[src/rtl/opfetch_pkg.sv]
// Shared constants, the operand bundle type and the write-back/forwarding helpers
// used by operand_fetch and its busy scoreboard.
package opfetch_pkg;

  localparam int XLEN   = 32;
  localparam int REGW   = 5;
  localparam int NREG   = 32;
  localparam int STALLW = 16;

  typedef struct packed {
    logic [XLEN-1:0] op1;
    logic [XLEN-1:0] op2;
    logic [REGW-1:0] rd;
    logic            writes_rd;
  } opf_bundle_t;

  function automatic logic wb_hit(input logic            wb_regwrite,
                                  input logic [REGW-1:0] wb_rd,
                                  input logic [REGW-1:0] r);
    return wb_regwrite && (wb_rd == r) && (r != {REGW{1'b0}});
  endfunction

  // x0 and unused sources read as zero; fwd selects the same-cycle writeback value
  function automatic logic [XLEN-1:0] resolve_operand(input logic            use_op,
                                                      input logic [REGW-1:0] idx,
                                                      input logic            fwd,
                                                      input logic [XLEN-1:0] wb_data,
                                                      input logic [XLEN-1:0] rf_data);
    logic [XLEN-1:0] val;
    if (!use_op || (idx == {REGW{1'b0}})) begin
      val = {XLEN{1'b0}};
    end else if (fwd) begin
      val = wb_data;
    end else begin
      val = rf_data;
    end
    return val;
  endfunction

endpackage

[src/rtl/operand_fetch_reg_scoreboard.sv]
// Busy-bit scoreboard: one bit per architectural register, set on issue, cleared on writeback.
// Set beats clear on the same index; x0 is never busy.
module reg_scoreboard
  import opfetch_pkg::*;
(
  input  logic            clock,
  input  logic            reset,
  input  logic            set_en,
  input  logic [REGW-1:0] set_idx,
  input  logic            clr_en,
  input  logic [REGW-1:0] clr_idx,
  input  logic [REGW-1:0] chk1_idx,
  output logic            chk1_busy,
  input  logic [REGW-1:0] chk2_idx,
  output logic            chk2_busy,
  input  logic [REGW-1:0] chkd_idx,
  output logic            chkd_busy
);

  logic [NREG-1:0] busy_q;
  logic [NREG-1:0] busy_d;
  logic [NREG-1:0] set_mask_s;
  logic [NREG-1:0] clr_mask_s;

  // Next busy vector: clear first, then set, so a same-cycle set survives; bit 0 forced low
  always_comb begin
    set_mask_s = set_en ? (NREG'(1) << set_idx) : {NREG{1'b0}};
    clr_mask_s = clr_en ? (NREG'(1) << clr_idx) : {NREG{1'b0}};
    busy_d     = ((busy_q & ~clr_mask_s) | set_mask_s) & ~NREG'(1);
  end

  // Busy bit storage
  always_ff @(posedge clock or negedge reset) begin
    if (!reset) begin
      busy_q <= {NREG{1'b0}};
    end else begin
      busy_q <= busy_d;
    end
  end

  // Lookup ports, x0 masked
  always_comb begin
    chk1_busy = (chk1_idx != {REGW{1'b0}}) && busy_q[chk1_idx];
    chk2_busy = (chk2_idx != {REGW{1'b0}}) && busy_q[chk2_idx];
    chkd_busy = (chkd_idx != {REGW{1'b0}}) && busy_q[chkd_idx];
  end

endmodule

[src/rtl/operand_fetch.sv]
// Operand fetch stage: hazard-checked issue into a 1-entry operand register.
// Optional macro BYPASS_EN forwards same-cycle writeback data and unblocks on a writeback hit.
module operand_fetch
  import opfetch_pkg::*;
(
  input  logic              clock,
  input  logic              reset,
  input  logic              in_valid,
  output logic              in_ready,
  input  logic [REGW-1:0]   in_rs1,
  input  logic [REGW-1:0]   in_rs2,
  input  logic              in_use_rs1,
  input  logic              in_use_rs2,
  input  logic [REGW-1:0]   in_rd,
  input  logic              in_writes_rd,
  output logic [REGW-1:0]   rs1,
  output logic [REGW-1:0]   rs2,
  input  logic [XLEN-1:0]   read_data1,
  input  logic [XLEN-1:0]   read_data2,
  input  logic              wb_regwrite,
  input  logic [REGW-1:0]   wb_rd,
  input  logic [XLEN-1:0]   wb_data,
  output logic              out_valid,
  input  logic              out_ready,
  output logic [XLEN-1:0]   out_op1,
  output logic [XLEN-1:0]   out_op2,
  output logic [REGW-1:0]   out_rd,
  output logic              out_writes_rd,
  output logic [STALLW-1:0] stall_count
);

`ifdef BYPASS_EN
  localparam logic BYPASS_ON = 1'b1;
`else
  localparam logic BYPASS_ON = 1'b0;
`endif

  logic              busy1_s, busy2_s, busyd_s;
  logic              fwd1_s, fwd2_s, fwdd_s;
  logic              hazard_s, in_ready_s, accept_s;
  logic [XLEN-1:0]   op1_s, op2_s;

  logic              out_valid_q, out_valid_d;
  opf_bundle_t       bundle_q, bundle_d;
  logic [STALLW-1:0] stall_q, stall_d;

  reg_scoreboard u_sb (
    .clock     (clock),
    .reset     (reset),
    .set_en    (accept_s && in_writes_rd),
    .set_idx   (in_rd),
    .clr_en    (wb_regwrite),
    .clr_idx   (wb_rd),
    .chk1_idx  (in_rs1),
    .chk1_busy (busy1_s),
    .chk2_idx  (in_rs2),
    .chk2_busy (busy2_s),
    .chkd_idx  (in_rd),
    .chkd_busy (busyd_s)
  );

  // Hazard detection, handshake and operand selection
  always_comb begin
    fwd1_s     = BYPASS_ON && wb_hit(wb_regwrite, wb_rd, in_rs1);
    fwd2_s     = BYPASS_ON && wb_hit(wb_regwrite, wb_rd, in_rs2);
    fwdd_s     = BYPASS_ON && wb_hit(wb_regwrite, wb_rd, in_rd);
    // rd check keeps a single writer in flight per register
    hazard_s   = (in_use_rs1   && busy1_s && !fwd1_s) ||
                 (in_use_rs2   && busy2_s && !fwd2_s) ||
                 (in_writes_rd && busyd_s && !fwdd_s);
    in_ready_s = (!out_valid_q || out_ready) && !hazard_s;
    accept_s   = in_valid && in_ready_s;
    op1_s      = resolve_operand(in_use_rs1, in_rs1, fwd1_s, wb_data, read_data1);
    op2_s      = resolve_operand(in_use_rs2, in_rs2, fwd2_s, wb_data, read_data2);
  end

  // Output register and stall counter next state
  always_comb begin
    bundle_d = bundle_q;
    if (accept_s) begin
      out_valid_d        = 1'b1;
      bundle_d.op1       = op1_s;
      bundle_d.op2       = op2_s;
      bundle_d.rd        = in_rd;
      bundle_d.writes_rd = in_writes_rd;
    end else if (out_ready) begin
      out_valid_d = 1'b0;
    end else begin
      out_valid_d = out_valid_q;
    end
    if (in_valid && !in_ready_s && (stall_q != {STALLW{1'b1}})) begin
      stall_d = stall_q + STALLW'(1);
    end else begin
      stall_d = stall_q;
    end
  end

  // State registers
  always_ff @(posedge clock or negedge reset) begin
    if (!reset) begin
      out_valid_q <= 1'b0;
      bundle_q    <= '0;
      stall_q     <= {STALLW{1'b0}};
    end else begin
      out_valid_q <= out_valid_d;
      bundle_q    <= bundle_d;
      stall_q     <= stall_d;
    end
  end

  assign rs1           = in_rs1;
  assign rs2           = in_rs2;
  assign in_ready      = in_ready_s;
  assign out_valid     = out_valid_q;
  assign out_op1       = bundle_q.op1;
  assign out_op2       = bundle_q.op2;
  assign out_rd        = bundle_q.rd;
  assign out_writes_rd = bundle_q.writes_rd;
  assign stall_count   = stall_q;

endmodule
[config.mk]
export PLATFORM = sky130hd
export DESIGN_NAME = operand_fetch
export DESIGN_NICKNAME = d
export VERILOG_FILES = /design/src/rtl/opfetch_pkg.sv /design/src/rtl/operand_fetch_reg_scoreboard.sv /design/src/rtl/operand_fetch.sv
export SDC_FILE = /design/constraint.sdc
export NUM_CORES = 1
export LEC_CHECK = 0
export CAP_MARGIN = 20
export CORE_MARGIN = 5
export CORE_UTILIZATION = 40
export CTS_CLUSTER_DIAMETER = 30
export DETAILED_ROUTE_END_ITERATION = 16
export HOLD_SLACK_MARGIN = 0.1
export PLACE_DENSITY = 0.82
export SLEW_MARGIN = 20
export SYNTH_ARGS = -nofsm -noshare
export SYNTH_HDL_FRONTEND = slang
export SYNTH_SLANG_ARGS = --single-unit
[constraint.sdc]
create_clock -name clock -period 2.4 [get_ports clock]
set_input_delay 0.48 -clock clock [delete_from_list [all_inputs] [get_ports clock]]
set_output_delay 0.48 -clock clock [all_outputs]
set_load 0.05 [all_outputs]
Word level (Yosys, flattened, before mapping) --
Index checks and enable logic that the tools add are counted.
Operators by class: multiplexer cells 12, magnitude comparators 3, bitwise gates (word level) 3, add/subtract/negate cells 1, equal/unequal tests 1, reduce and logical (&&, ||, !) cells 27, shift operators 2
Operators by type and width (number):
- $mux 32 | 4
- $shl 1x5->32 const A | 2
- $and 32x32->32 | 1
- $not 32->32 | 1
- $or 32x32->32 | 1
- $lt 5x6->1 const B | 3
- $add 16x1->16 const B | 1
- $ne 16x16->1 const B | 1
- $bmux 1 s5 | 3
- $reduce_bool 5->1 | 3
- $logic_and 1x1->1 | 11
- $logic_not 5->1 | 2
- $logic_not 1->1 | 5
- $logic_or 1x1->1 | 5
- $mux 1 | 5
- $reduce_bool 2->1 | 1
Storage, ports and cells: register bits 118, input port bits 124, logic and storage cells 56, output and inout port bits 98

Logic depth before layout (Yosys ltp) --
depth in word-level cells 12, gate-level depth with buffers 12

Modules after synthesis --
A second synthesis with hierarchy kept.
Unflattened totals: cells, all modules 490, area total of the unflattened synthesis 5928.2 um^2
By module, submodules not included:
- operand_fetch | times used 1, cells each 253, area each 3644.7 um^2
- reg_scoreboard | times used 1, cells each 237, area each 2283.4 um^2

Worst setup path after synthesis --
Ideal clock, no wire load.
path kind input -> register, from in in_rs2[1], to reg u_sb.busy_q[11], path slack -0.404 ns, data required time 2.323 ns, data arrival time 2.726 ns, library setup time 0.077 ns, stages on the path 10, cell sequence clkbuf_1 mux4_2 mux2i_1 o2111ai_1 a2111oi_4 nand4_2 buf_2 or3_1 buf_2 o21ai_1
On the way: longest elaborated chain between the ends 12, elaborated cells between the ends (all ways) 13, classes of those cells 3 x mux; 1 x bitwise; 9 x reduce/logical
RTL lines:
- start, declared | RTL line operand_fetch.sv:11 | input logic [REGW-1:0] in_rs2,
- $bmux 1 s5 | RTL line operand_fetch_reg_scoreboard.sv:44 | chk2_busy = (chk2_idx != {REGW{1'b0}}) && busy_q[chk2_idx];
- $mux 1 (implied by the code) | RTL line operand_fetch_reg_scoreboard.sv:44
- $logic_and 1x1->1 * | RTL line operand_fetch_reg_scoreboard.sv:44
- $logic_and 1x1->1 * | RTL line operand_fetch.sv:69 | (in_use_rs2 && busy2_s && !fwd2_s) ||
- $logic_or 1x1->1 * | RTL line operand_fetch.sv:68 | hazard_s = (in_use_rs1 && busy1_s && !fwd1_s) ||
- $logic_or 1x1->1 * | RTL line operand_fetch.sv:69
- $logic_not 1->1 * | RTL line operand_fetch.sv:71 | in_ready_s = (!out_valid_q || out_ready) && !hazard_s;
- $logic_and 1x1->1 * | RTL line operand_fetch.sv:71
- $logic_and 1x1->1 * | RTL line operand_fetch.sv:72 | accept_s = in_valid && in_ready_s;
- $logic_and 1x1->1 * | RTL line operand_fetch.sv:50 | .set_en (accept_s && in_writes_rd),
- $mux 32 * | RTL line operand_fetch_reg_scoreboard.sv:27 | set_mask_s = set_en ? (NREG'(1) << set_idx) : {NREG{1'b0}};
- $or 32x32->32 * | RTL line operand_fetch_reg_scoreboard.sv:29 | busy_d = ((busy_q & ~clr_mask_s) | set_mask_s) & ~NREG'(1);
- net u_sb.busy_d[11] | RTL line operand_fetch_reg_scoreboard.sv:21 | logic [NREG-1:0] busy_d;
- end signal, assigned | RTL line operand_fetch_reg_scoreboard.sv:35 | busy_q <= {NREG{1'b0}};
- end signal, assigned | RTL line operand_fetch_reg_scoreboard.sv:37 | busy_q <= busy_d;
- end, declared | RTL line operand_fetch_reg_scoreboard.sv:20 | logic [NREG-1:0] busy_q;
Mark *: on every way through the listed nets, which the timed path passes. The rest lies on a longest branch. The select of a mux whose other input is x is not followed. A chain may end at the register's enable or synchronous reset.

Worst setup path in the final report --
from reg u_sb.busy_q[27], to out in_ready
On the way: longest elaborated chain between the ends 8, elaborated cells between the ends (all ways) 16, classes of those cells 6 x mux; 10 x reduce/logical
RTL lines:
- $bmux 1 s5 (on tied branches) | RTL line operand_fetch_reg_scoreboard.sv:43, operand_fetch_reg_scoreboard.sv:44
- $mux 1 (on tied branches) | RTL line operand_fetch_reg_scoreboard.sv:43, operand_fetch_reg_scoreboard.sv:44
- $logic_and 1x1->1 (on tied branches) | RTL line operand_fetch_reg_scoreboard.sv:43, operand_fetch_reg_scoreboard.sv:44
- $logic_and 1x1->1 (on tied branches) | RTL line operand_fetch.sv:68, operand_fetch.sv:69
- $logic_or 1x1->1 | RTL line operand_fetch.sv:68
- $logic_or 1x1->1 * | RTL line operand_fetch.sv:69
- $logic_not 1->1 * | RTL line operand_fetch.sv:71
- $logic_and 1x1->1 * | RTL line operand_fetch.sv:71
- end, declared | RTL line operand_fetch.sv:9 | output logic in_ready,
Every way passes the cells marked *; elsewhere a longest branch is shown, timed or not. The select of a mux whose other input is x is not followed.

==> impl_metrics.env <==
export IMPL_status="complete, but fails checks"
export IMPL_failing_checks="setup timing"
export IMPL_rows=43
export IMPL_layout_setup_ws_ns=-0.5098
export IMPL_cp_cell_sequence="buf_4, mux4_2, mux2i_1, o32ai_2, a41oi_2, buf_4, and3_4, buf_12"
export IMPL_netlist_instances=586
export IMPL_area_fraction_in_and_or_nand_and_nor_cells_after_synthesis_pct=16.64
export IMPL_grt_met1_usage_pct=29.73
export IMPL_final_cell_mix="170 x sky130_fd_sc_hd__clkdlybuf4s50_1, 118 x sky130_fd_sc_hd__dfrtp_1, 82 x sky130_fd_sc_hd__nand2_1, 77 x sky130_fd_sc_hd__buf_4, 72 x sky130_fd_sc_hd__o21ai_2"
export IMPL_skew_ns=0.007214
export IMPL_final_layout_fill_cell_count=812
export IMPL_async_reset_ff_share_pct=100.0
export IMPL_core_region_area_um2=13930
export IMPL_synthesis_area_um2=5723
export IMPL_synthDominantCellAreaShare_pct=51.60
export IMPL_sinks_on_clock_net=118
export IMPL_cts_reportedPaths_clkPinSlew_ns=0.05
export IMPL_pin_count_of_the_biggest_net_entering_global_routing=56
export IMPL_yosysSeqAreaShare_pct=51.60
export IMPL_die_area_um2=16800
export IMPL_ys_seq_elements=118
export IMPL_largest_family_of_logic_cells_by_synthesized_area="simple AND/OR/NAND/NOR gates"
export IMPL_remaining_drc_errors=0
export IMPL_ioPinCount=222
export IMPL_worst_hold_path_type="reg -> reg"
export IMPL_worst_path_most_repeated_cell="sky130_fd_sc_hd__buf_4"
export IMPL_finalNetCount=993
export IMPL_period_minus_slack_ns=2.910
export IMPL_post_synth_cell_area_avg_um2=9.766
export IMPL_drt_initial_drc_count=606
export IMPL_first_global_vias=5855
export IMPL_compound_cell_area_share_of_the_yosys_netlist_pct=14.82
export IMPL_crit_path_slowest_cell="sky130_fd_sc_hd__mux4_2"
export IMPL_grt_overflow_total=0
export IMPL_ant_nets=0
export IMPL_synth_adder_area_share_pct=0.2186
export IMPL_clock_path_buffers=2
export IMPL_wl_per_cell_um=22.64
export IMPL_die_w_um=129.6
export IMPL_ctsHtreeMaxLevel=4
export IMPL_netlist_top_cell_by_area="sky130_fd_sc_hd__dfrtp_1"
export IMPL_worstMarginPinSlew_ns=0.5854
export IMPL_max_slew_margin_pct=60.85
export IMPL_portBuffers=189
export IMPL_timing_fmax_mhz=343.7
export IMPL_crit_path_end_kind="output pin"
export IMPL_grt_busiest_layer="met2"
export IMPL_grtUsageMet2_pct=41.58
export IMPL_number_of_enable_type_register_cells_in_the_synthesized_netlist=0
export IMPL_grt_first_pass_wirelength_mm=31.36
export IMPL_drive_gt1_share_pct=40.18
export IMPL_hold_viol_final=0
export IMPL_tritoncts="done"
export IMPL_initial_core_util_pct=41.07
export IMPL_detailed_place_hpwl_mm=13.68
export IMPL_clk_insertion_delay_late_ns=0.42
export IMPL_final_tns_setup_ns=-38.75
export IMPL_finalSetupViolCount=115
export IMPL_synth_main_ff_cell="sky130_fd_sc_hd__dfrtp_1"
export IMPL_synth_net_count=711
export IMPL_met3_usage_pct=5.400
export IMPL_synth_xor_area_share_pct=2.296
export IMPL_synth_cell_type_count=49
export IMPL_grt_setup_unrepaired="true"
export IMPL_placement_setup_worst_slack_ns=-1.102
export IMPL_maxCapViolations=0
export IMPL_critPathMaxStageDelay_ns=0.46
export IMPL_via_per_inst=5.692
export IMPL_setup_worst_path_start_class="flop"
export IMPL_routed_wire_length_mm=24.02
export IMPL_top_cells_by_area_in_the_synthesized_netlist="sky130_fd_sc_hd__dfrtp_1 52%, sky130_fd_sc_hd__nand2_1 9.8%, sky130_fd_sc_hd__o21ai_0 8.6%"
export IMPL_power_density_nw_per_um2=872.9
export IMPL_groute_usage_overall_pct=24.67
export IMPL_die_h_um=129.6
export IMPL_slew_violations=0
export IMPL_synthesis_yosys_warnings=0
export IMPL_drt_pass1_iter_count=5
export IMPL_ctsRootBufferMaster="sky130_fd_sc_hd__clkbuf_16"
export IMPL_critPathRequiredTime_ns=1.92
export IMPL_areaGrowthSynthToFinish_pct=84.54
export IMPL_cp_max_fo=3
export IMPL_power_leakage_uw=0.004686
export IMPL_cts_inserted_buffers=17
export IMPL_synth_mux_area_fraction_pct=10.19
export IMPL_setup_worst_path_class="reg -> out"
export IMPL_initial_antenna_violation_count=0
export IMPL_min_period_over_period_pct=121.2
export IMPL_antenna_diode_count=0
export IMPL_crit_arrival_ns=2.43
export IMPL_final_common_cell="sky130_fd_sc_hd__clkdlybuf4s50_1"
export IMPL_vias=6039
export IMPL_routability_congestion_estimate=0.9709
export IMPL_ir_drop_worst_case_vdd_mv=0.4877
==> flip-flops by register name, indices dropped and copies added (netlist names) <==
name and flops:
out_writes_rd 1, u_sb.busy_q 31, out_op2 32, stall_count 16, out_rd 5, out_valid 1, out_op1 32
==> area by class of cell <==
cell class,count,area [µm²],area share [%]
multi-input cells,418,3382,32.02
well taps,180,225.2,2.132
inverters,5,18.77,0.1777
clock buffers,20,456.7,4.324
flip-flops and latches,118,2953,27.96
clock inverters,12,152.6,1.445
repair buffers,308,3373,31.94
==> cells in the mapped netlist, drive strengths merged, types with 5 or more instances <==
cell / n
nor2b: 6
o21ai: 129
nor2: 7
dfrtp: 118
mux2i: 11
clkbuf: 23
inv: 5
nand4: 7
nand2: 150
nand3: 16
and3: 5
or3: 6
mux2: 8
nand2b: 6
mux4: 17
buf: 22
xnor2: 14
==> logic make-up (layout without fill, tap and decap cells) <==
kind of cell / after synthesis / after routing
AND/OR/NAND/NOR: 215 / 215
AO/OA/AOI/OAI: 151 / 151
flip-flops: 118 / 118
buffers and inverters: 50 / 345
multiplexers: 36 / 36
XOR/XNOR: 15 / 15
adder cells (fa/ha/maj): 1 / 1
==> per-layer routing <==
metal	vias to the layer above	wire length, µm
met1	2999	8615
met2	327	12530
met4	0	1128
met5	-	0
met3	80	1744
li1	2633	-
==> power by group <==
group	internal (µW)	switching [µW]	leakage, µW	total (µW)
logic	1640	2220	0.00285	3860
registers	2370	384	0.00155	2750
clock network	1680	926	0.000288	2610
==> timing repair <==
action                                  in CTS  in global routing
setup buffers                               26                 10
gates resized for setup                    162                185
hold buffers                                 1                  0
pin swaps                                   52                 52
hold endpoints to repair                    23                  0
gates cloned                                 8                 11
endpoints found under the setup margin     119                119
==> through the flow <==
stage	util (%)	total power, µW	instance area, µm²	instances	hold WS [ns]
after floorplan	-	4367	5798	586	0.1844
after global placement	59.64	5533	8310	979	0.4039
after detailed placement	59.64	5598	8310	979	0.4063
after CTS	69.75	8660	9719	1046	0.4861
after global routing	75.79	9541	10560	1061	0.5198
final	75.79	9219	10560	1061	0.4937
==> worst paths after layout <==
kind                                                  start                     endpoint  slack [ns]  cells after the start
worst max-delay path              u_sb.busy_q[27]$_DFF_PN0_                     in_ready       -0.51                      8
worst min-delay path            stall_count[11]$_DFFE_PN0P_  stall_count[11]$_DFFE_PN0P_        0.49                      1
worst max register to register    u_sb.busy_q[27]$_DFF_PN0_      out_op1[13]$_DFFE_PN0P_       -0.49                     14
worst min register to register  stall_count[11]$_DFFE_PN0P_  stall_count[11]$_DFFE_PN0P_        0.49                      1
max in group asynchronous                             reset      out_op2[16]$_DFFE_PN0P_        1.18                      3
min in group asynchronous                             reset       out_op1[6]$_DFFE_PN0P_        0.52                      2
==> critical path, delay by kind of cell (launching register included) <==
| family | cells | cell delay [ns] |
|---|---|---|
| buffers and inverters | 3 | 0.42 |
| AOI/OAI and AO/OA | 2 | 0.30 |
| and+or+nand+nor | 1 | 0.19 |
| muxes | 2 | 0.72 |
| DFF | 1 | 0.39 |
(Power assumes the default switching activity.)
